[src/rtl/alu_seq_pkg.sv]
// Shared types for the register-file ALU sequencer.
// Op codes, FSM state names and default widths.
package alu_seq_pkg;

  localparam int DEF_DATA_W = 8;
  localparam int DEF_ADDR_W = 4;

  typedef enum logic [2:0] {
    OP_ADD = 3'b000,
    OP_SUB = 3'b001,
    OP_AND = 3'b010,
    OP_OR  = 3'b011,
    OP_XOR = 3'b100,
    OP_LDI = 3'b101,
    OP_MOV = 3'b110,
    OP_SHL = 3'b111
  } op_e;

  typedef enum logic [1:0] {
    IDLE  = 2'b00,
    READ  = 2'b01,
    EXEC  = 2'b10,
    WRITE = 2'b11
  } state_e;

endpackage

[src/rtl/alu_seq_core.sv]
// Combinational 8-op ALU used by alu_sequencer.
// Carry is add carry-out, sub borrow or shifted-out bit.
module alu_core
  import alu_seq_pkg::*;
#(
  parameter int DATA_W = DEF_DATA_W
) (
  input  op_e               op,
  input  logic [DATA_W-1:0] a,
  input  logic [DATA_W-1:0] b,
  input  logic [DATA_W-1:0] imm,
  output logic [DATA_W-1:0] result,
  output logic              carry,
  output logic              zero
);

  logic [DATA_W:0] sum;

  // Decode op into result and carry
  always_comb begin
    sum    = '0;
    result = '0;
    carry  = 1'b0;
    case (op)
      OP_ADD: begin
        sum    = {1'b0, a} + {1'b0, b};
        result = sum[DATA_W-1:0];
        carry  = sum[DATA_W];
      end
      OP_SUB: begin
        sum    = {1'b0, a} - {1'b0, b};
        result = sum[DATA_W-1:0];
        carry  = sum[DATA_W];
      end
      OP_AND: result = a & b;
      OP_OR:  result = a | b;
      OP_XOR: result = a ^ b;
      OP_LDI: result = imm;
      OP_MOV: result = a;
      OP_SHL: begin
        result = {a[DATA_W-2:0], 1'b0};
        carry  = a[DATA_W-1];
      end
      default: result = '0;
    endcase
  end

  assign zero = (result == '0);

endmodule

[src/rtl/alu_sequencer.sv]
// Four-state sequencer driving a 16x8 dual-read register file.
// Build option LDI_FAST_EN: LDI jumps straight from IDLE to WRITE.
module alu_sequencer
  import alu_seq_pkg::*;
#(
  parameter int DATA_W = DEF_DATA_W,
  parameter int ADDR_W = DEF_ADDR_W
) (
  input  logic              Clock,
  input  logic              Reset,
  input  logic              Op_Valid,
  output logic              Op_Ready,
  input  logic [2:0]        Op_Code,
  input  logic [ADDR_W-1:0] Op_SrcA,
  input  logic [ADDR_W-1:0] Op_SrcB,
  input  logic [ADDR_W-1:0] Op_Dst,
  input  logic [DATA_W-1:0] Op_Imm,
  output logic [ADDR_W-1:0] Addr_A,
  output logic [ADDR_W-1:0] Addr_B,
  input  logic [DATA_W-1:0] Out_A,
  input  logic [DATA_W-1:0] Out_B,
  output logic [ADDR_W-1:0] Addr_WR,
  output logic              WR,
  output logic [DATA_W-1:0] DIN,
  output logic              Done,
  output logic              Zero,
  output logic              Carry
);

  localparam logic [1:0] S_IDLE  = IDLE;
  localparam logic [1:0] S_READ  = READ;
  localparam logic [1:0] S_EXEC  = EXEC;
  localparam logic [1:0] S_WRITE = WRITE;

  logic [1:0]        st;
  logic [1:0]        st_n;
  op_e               op_q;
  logic [ADDR_W-1:0] dst_q;
  logic [DATA_W-1:0] imm_q;
  logic              accept;
  logic              fast;
  logic [DATA_W-1:0] alu_res;
  logic              alu_c;
  logic              alu_z;

  assign Op_Ready = (st == S_IDLE);
  assign accept   = Op_Valid && Op_Ready;
  assign WR       = (st == S_WRITE);
  assign Done     = (st == S_WRITE);

`ifdef LDI_FAST_EN
  assign fast = (Op_Code == OP_LDI);
`else
  assign fast = 1'b0;
`endif

  alu_core #(
    .DATA_W (DATA_W)
  ) u_core (
    .op     (op_q),
    .a      (Out_A),
    .b      (Out_B),
    .imm    (imm_q),
    .result (alu_res),
    .carry  (alu_c),
    .zero   (alu_z)
  );

  // Next-state selection
  always_comb begin
    st_n = st;
    unique case (st)
      S_IDLE:  if (accept) st_n = fast ? S_WRITE : S_READ;
      S_READ:  st_n = S_EXEC;
      S_EXEC:  st_n = S_WRITE;
      S_WRITE: st_n = S_IDLE;
      default: st_n = S_IDLE;
    endcase
  end

  // State register; reset aborts any in-flight op
  always_ff @(posedge Clock or negedge Reset) begin
    if (!Reset) st <= S_IDLE;
    else        st <= st_n;
  end

  // Capture the op fields at the accept edge only
  always_ff @(posedge Clock or negedge Reset) begin
    if (!Reset) begin
      op_q  <= OP_ADD;
      dst_q <= '0;
      imm_q <= '0;
    end else if (accept) begin
      op_q  <= op_e'(Op_Code);
      dst_q <= Op_Dst;
      imm_q <= Op_Imm;
    end
  end

  // Read addresses load on accept and hold afterwards
  always_ff @(posedge Clock or negedge Reset) begin
    if (!Reset) begin
      Addr_A <= '0;
      Addr_B <= '0;
    end else if (accept && !fast) begin
      Addr_A <= Op_SrcA;
      Addr_B <= Op_SrcB;
    end
  end

  // Result, flags and write address register in EXEC
  always_ff @(posedge Clock or negedge Reset) begin
    if (!Reset) begin
      DIN     <= '0;
      Zero    <= 1'b0;
      Carry   <= 1'b0;
      Addr_WR <= '0;
    end else if (st == S_EXEC) begin
      DIN     <= alu_res;
      Zero    <= alu_z;
      Carry   <= alu_c;
      Addr_WR <= dst_q;
    end else if (accept && fast) begin
      DIN     <= Op_Imm;
      Zero    <= ~|Op_Imm;
      Carry   <= 1'b0;
      Addr_WR <= Op_Dst;
    end
  end

endmodule
[config.mk]
export PLATFORM = sky130hd
export DESIGN_NAME = alu_sequencer
export DESIGN_NICKNAME = d
export VERILOG_FILES = /design/src/rtl/alu_seq_pkg.sv /design/src/rtl/alu_seq_core.sv /design/src/rtl/alu_sequencer.sv
export SDC_FILE = /design/constraint.sdc
export NUM_CORES = 1
export LEC_CHECK = 0
export CELL_PAD_IN_SITES_DETAIL_PLACEMENT = 0
export CELL_PAD_IN_SITES_GLOBAL_PLACEMENT = 1
export CORE_AREA = 2 2 91 93
export CTS_BUF_LIST = sky130_fd_sc_hd__clkbuf_4 sky130_fd_sc_hd__clkbuf_8
export DETAILED_ROUTE_END_ITERATION = 8
export DIE_AREA = 0 0 93 95
export GPL_ROUTABILITY_DRIVEN = 0
export PLACE_DENSITY = 0.78
export REMOVE_ABC_BUFFERS = 1
export SYNTH_ARGS = -nofsm -noshare
export SYNTH_HDL_FRONTEND = slang
export SYNTH_HIERARCHICAL = 1
export SYNTH_SLANG_ARGS = --single-unit
[constraint.sdc]
create_clock -name Clock -period 2.35 [get_ports Clock]
set_clock_uncertainty 0.05 [all_clocks]
set_input_delay 0.47 -clock Clock [delete_from_list [all_inputs] [get_ports Clock]]
set_output_delay 0.47 -clock Clock [all_outputs]
set_load 0.1 [all_outputs]
==> results_dict.tcl <==
set metrics [dict create \
    synth_ff_type "dfrtp_1" \
    ant_nets 0 \
    drt-met1-wl_mm 3.61 \
    grtUsageTotal 0.189 \
    synth_edf_count 0 \
    mostFrequentLayoutCell "buf_4" \
    synth_area_per_cell_um2 10.6 \
    final_cell_mix "111 x buf_4, 37 x dfrtp_1, 24 x clkdlybuf4s50_1, 22 x mux2_4" \
    nets 513 \
    hp-class "in -> async" \
    placed_area_um2 4240 \
    startpoint_type "input pin" \
    p_leak_uw 0.00228 \
    slew_viol_final 0 \
    finalSetupViolations 0 \
    grt_remaining_overflow 0 \
    path_delay_family "compound AO/OA/AOI/OAI gates" \
    cp.required_ns 2.47 \
    cap_violations 0 \
    drtPass1Iterations 4 \
    path_buf_inv 2 \
    fillers 674 \
    synth_cell_type_count 56 \
    met3_length_um 469 \
    wl_per_cell_um 14.8 \
    tritoncts "yes" \
    rows 33 \
    insertion_delay_ns 0.29 \
    clkSlewWorstSetupHoldPaths_ns 0.07 \
    dieArea_um2 8840 \
    dr_wl_met2_mm 3.83 \
    yosysWarnings 6 \
    fin_util 0.600 \
    num_vias 2733 \
    cts_buffers 5 \
    worstMarginPinSlew_ns 0.832 \
    dp_cells 520 \
    grt_pass1_vias 2797 \
    critPathKind "in -> reg" \
    cp_cell_sequence "buf_4 -> ha_2 -> inv_1 -> fa_2 -> nand2b_4 -> a21oi_4 -> a31oi_2 -> a221o_1 -> a21oi_2 -> nor4_2 -> mux2_4" \
    grt_max_degree 40 \
    min_period_ns 2.33 \
    die_x_um 93 \
    core_um2 7930 \
    cts_sinks 39 \
    top_layer "met4" \
    grt_first_pass_wirelength_mm 13.3 \
    regArea_um2 978 \
    finalPower_uw 6430 \
    rsz0062_at_grt "yes" \
    start_util 0.393 \
    htree_levels 2 \
    ys_ff_latch 39 \
    hpwl_mm 5.89 \
    reg2reg_from "op_q[0]" \
    setup.worst_path.start "Out_B[0]" \
    multiInputGateArea_um2 2140 \
    crit_arrival_ns 2.45 \
    diodes 0 \
    port_buffers 66 \
    netlist_area_um2 3120 \
    fmax_ghz 0.430 \
    hold_viol_final 0 \
    drt_iter0_markers 121 \
    p_per_area_nw_per_um2 1350 \
    cts-root-buf "clkbuf_8" \
    postSynthCellCount 295 \
    crit_fanout 3 \
    viasPerCell 5.00 \
    slew_headroom 0.445 \
    wl_mm 8.08 \
    die_h_um 95 \
    synth-async-reset-ratio 1.00 \
    drc 0 \
    status "finished, final reports clean" \
    area_growth_pct 52.5 \
    holdWs_ns 0.230 \
    cpPeakStageDelay_ns 0.37 \
    ios 67 \
    design_area_um2 4760 \
    cpMaxStageDelayCell "a221o_1" \
    ctsHoldBuffers 0 \
    instances_no_fill 547 \
    cts.path.max_buffers 2 \
    synth-seq-area-share 0.313 \
    vdd_ir_drop_max_v 0.00147 \
    cp-end-kind "register" \
    antenna_found_initial 0 \
    final.period_utilization 0.990 \
    drive_gt1_frac 0.536 \
]
## report_power, final
group          switching, uW  internal, uW
logic                   2810          1770
registers                260          1020
clock network            227           343
total                   3290          3130
## cells by family after synthesis
group           count (synthesis)  share of synthesized area
fa+ha+maj                      30                      0.125
simple gates                   67                      0.111
compound gates                 55                      0.142
xor+xnor                        4                     0.0112
mux                            51                      0.212
buf+inv                        49                     0.0851
flops                          39                      0.313
## worst reg2reg max path, cell delays in order (launching register included)
cell and delay (ns):
dfrtp_2 0.45, buf_4 0.21, mux2_2 0.36, nand3_2 0.09, o211ai_1 0.14, a2111oi_4 0.36, nor2_2 0.10, buf_4 0.14
mux2_2 0.25
## metrics by stage
stage               TNS, ns  setup slack, ns
floorplan            -0.181           -0.181
detailed placement    -5.73           -0.859
global route        -0.0692          -0.0692
finish                    0           0.0242
global placement      -5.54           -0.826
CTS                 -0.0197          -0.0197
## cells in the mapped netlist, types with 4 or more instances
cell	instances	share of area
buf_2	5	0.0080
buf_6	9	0.033
nand2_1	12	0.014
mux2_2	20	0.072
a21oi_1	10	0.016
mux2_4	20	0.096
mux2i_1	9	0.029
nand2b_1	9	0.018
dfrtp_1	39	0.31
inv_1	31	0.037
o21ai_0	4	0.0064
o211ai_1	5	0.012
nor2_1	23	0.028
ha_1	28	0.11
## area by class of cell
| cell class | instances | share of cell area |
|---|---|---|
| tap | 105 | 0.0276 |
| inverter | 32 | 0.0263 |
| sequential | 39 | 0.206 |
| multi-input combinational | 207 | 0.450 |
| timing repair buffer | 156 | 0.266 |
| clock inverter | 2 | 0.00737 |
| clock buffer | 6 | 0.0174 |
## path summary, 6_finish.rpt
| kind | end | slack, ns | cells past startpoint |
|---|---|---|---|
| worst min-delay path | dst_q[0] | 0.23 | 1 |
| worst max-delay path | Zero | 0.02 | 11 |
| worst min register to register | imm_q[7] | 0.46 | 1 |
| worst max register to register | DIN[7] | 0.09 | 8 |
| max in group asynchronous | op_q[0] | 1.45 | 1 |
| min in group Clock | imm_q[7] | 0.46 | 1 |
## flip-flops by register name, indices dropped and copies added (netlist names)
register,count
op_q,3
Addr_WR,4
Carry,1
Zero,1
dst_q,4
Addr_B,4
Addr_A,4
DIN,8
imm_q,8
st,2
## what timing repair did
item | 4_1_cts | 5_1_grt
endpoints found under the setup margin | 9 | 6
setup buffers | 17 | 2
hold endpoints to repair | 0 | 0
pin swaps | 26 | 19
gates resized for setup | 87 | 21
## layer usage
metal  GRT usage  vias up
met2       0.319       83
met5           0        -
met3      0.0319       16
met1       0.248     1308
li1            -     1326
met4      0.0613        0
No activity file was read; power rests on OpenSTA's default activity.
==> variant, RTL diff (config.mk and constraints unchanged) <==
The option `LDI_FAST_EN` is turned on by a define.
--- a/src/rtl/alu_sequencer.sv
+++ b/src/rtl/alu_sequencer.sv
@@ -1,5 +1,7 @@
 // Four-state sequencer driving a 16x8 dual-read register file.
 // Build option LDI_FAST_EN: LDI jumps straight from IDLE to WRITE.
+`define LDI_FAST_EN
+
 module alu_sequencer
   import alu_seq_pkg::*;
 #(
Function: changed (Yosys sat finds a counterexample within 4 cycles, from zero or initial values and one cycle with Reset low).
==> variant against the original RTL <==
The flow now finishes with violations (negative setup slack); sequential cell count did not move; routed wire length grew 19%; clock power up 2%; final area rose by 4.8%; register-to-register slack worse by 0.16 ns; area after synthesis is 1.5% higher; worst setup slack got worse by 0.13 ns; global-route usage increased by 3.0 points; via count grew 18%; critical path depth grew 3; total power grew 4.2%.
==> variant: results (changes against the original RTL) <==
metric,value,unit,change
cpPeakStageDelay,0.55,ns,was 0.37 ns
met1_usage,0.282,,was 0.248
use_met2,0.386,,was 0.319
failed_checks,negative setup slack,,
path_delay_family,simple AND/OR/NAND/NOR gates,,was compound AO/OA/AOI/OAI gates
clock_area_frac,0.0236,,was 0.0247
buffer_area_frac,0.276,,was 0.266
seq_share,0.197,,was 0.206
finalSetupViolations,1,,was 0
grt_pass1_wl,15600,um,was 13300 um
pre_cts_slack,-1.06,ns,was -0.859 ns
powerClk,0.580,mW,was 0.571 mW
worstPathArrival,2.63,ns,was 2.45 ns
nNonClkInverters,29,,was 32
ir_drop,948,uV,was 1470 uV
p_sw,3.53,mW,was 3.29 mW
setup_slack,-0.105,ns,was 0.0242 ns
finalSetupTns,-0.105,ns,was 0 ns
synth.yosys.seq_area_share,0.308,,was 0.313
tightest_slew,0.531,ns,was 0.832 ns
dr_wl_met3,490,um,was 469 um
wl_per_cell,15.4,um,was 14.8 um
status,finished with violations,,was finished clean
hpwl,6830,um,was 5890 um
p_leak,2.30,nW,was 2.28 nW
drive_above_1_share,0.420,,was 0.536
place_area,4340,sq um,was 4240 sq um
grt_max_degree,30,,was 40
-- variant: changes by cell type after synthesis, sizes merged, moves of 5 or more --
cell,delta
a21oi,+15
a31oi,+9
mux2,-29
nand2,+47
nand2b,-5
nor2,-9
nor2b,+13
o211ai,-5
o21ai,+19
-- variant: repair_timing --
item                                    CTS  global route
endpoints found under the setup margin    7             5
pin swaps                                32            37
gates resized for setup                 116            35
setup buffers                            17             2
-- variant: metrics by stage --
stage	std cells	util	total power, mW
detailed placement	598	0.548	5.67
CTS	622	0.611	6.63
global route	624	0.629	7.10
global placement	598	0.548	5.64
finish	624	0.629	6.70
floorplan	348	-	4.17
-- variant: final timing paths --
check,slack (ns),cells after the start,to,startpoint
setup / recovery,-0.10,14,Zero,Out_A[0]
hold / removal,0.11,1,DIN[4],Reset
setup reg to reg,-0.07,11,Zero,op_q[2]
hold reg to reg,0.43,2,dst_q[2],dst_q[2]
max in group asynchronous,1.60,2,op_q[0],Reset
min in group Clock,0.43,2,dst_q[2],dst_q[2]
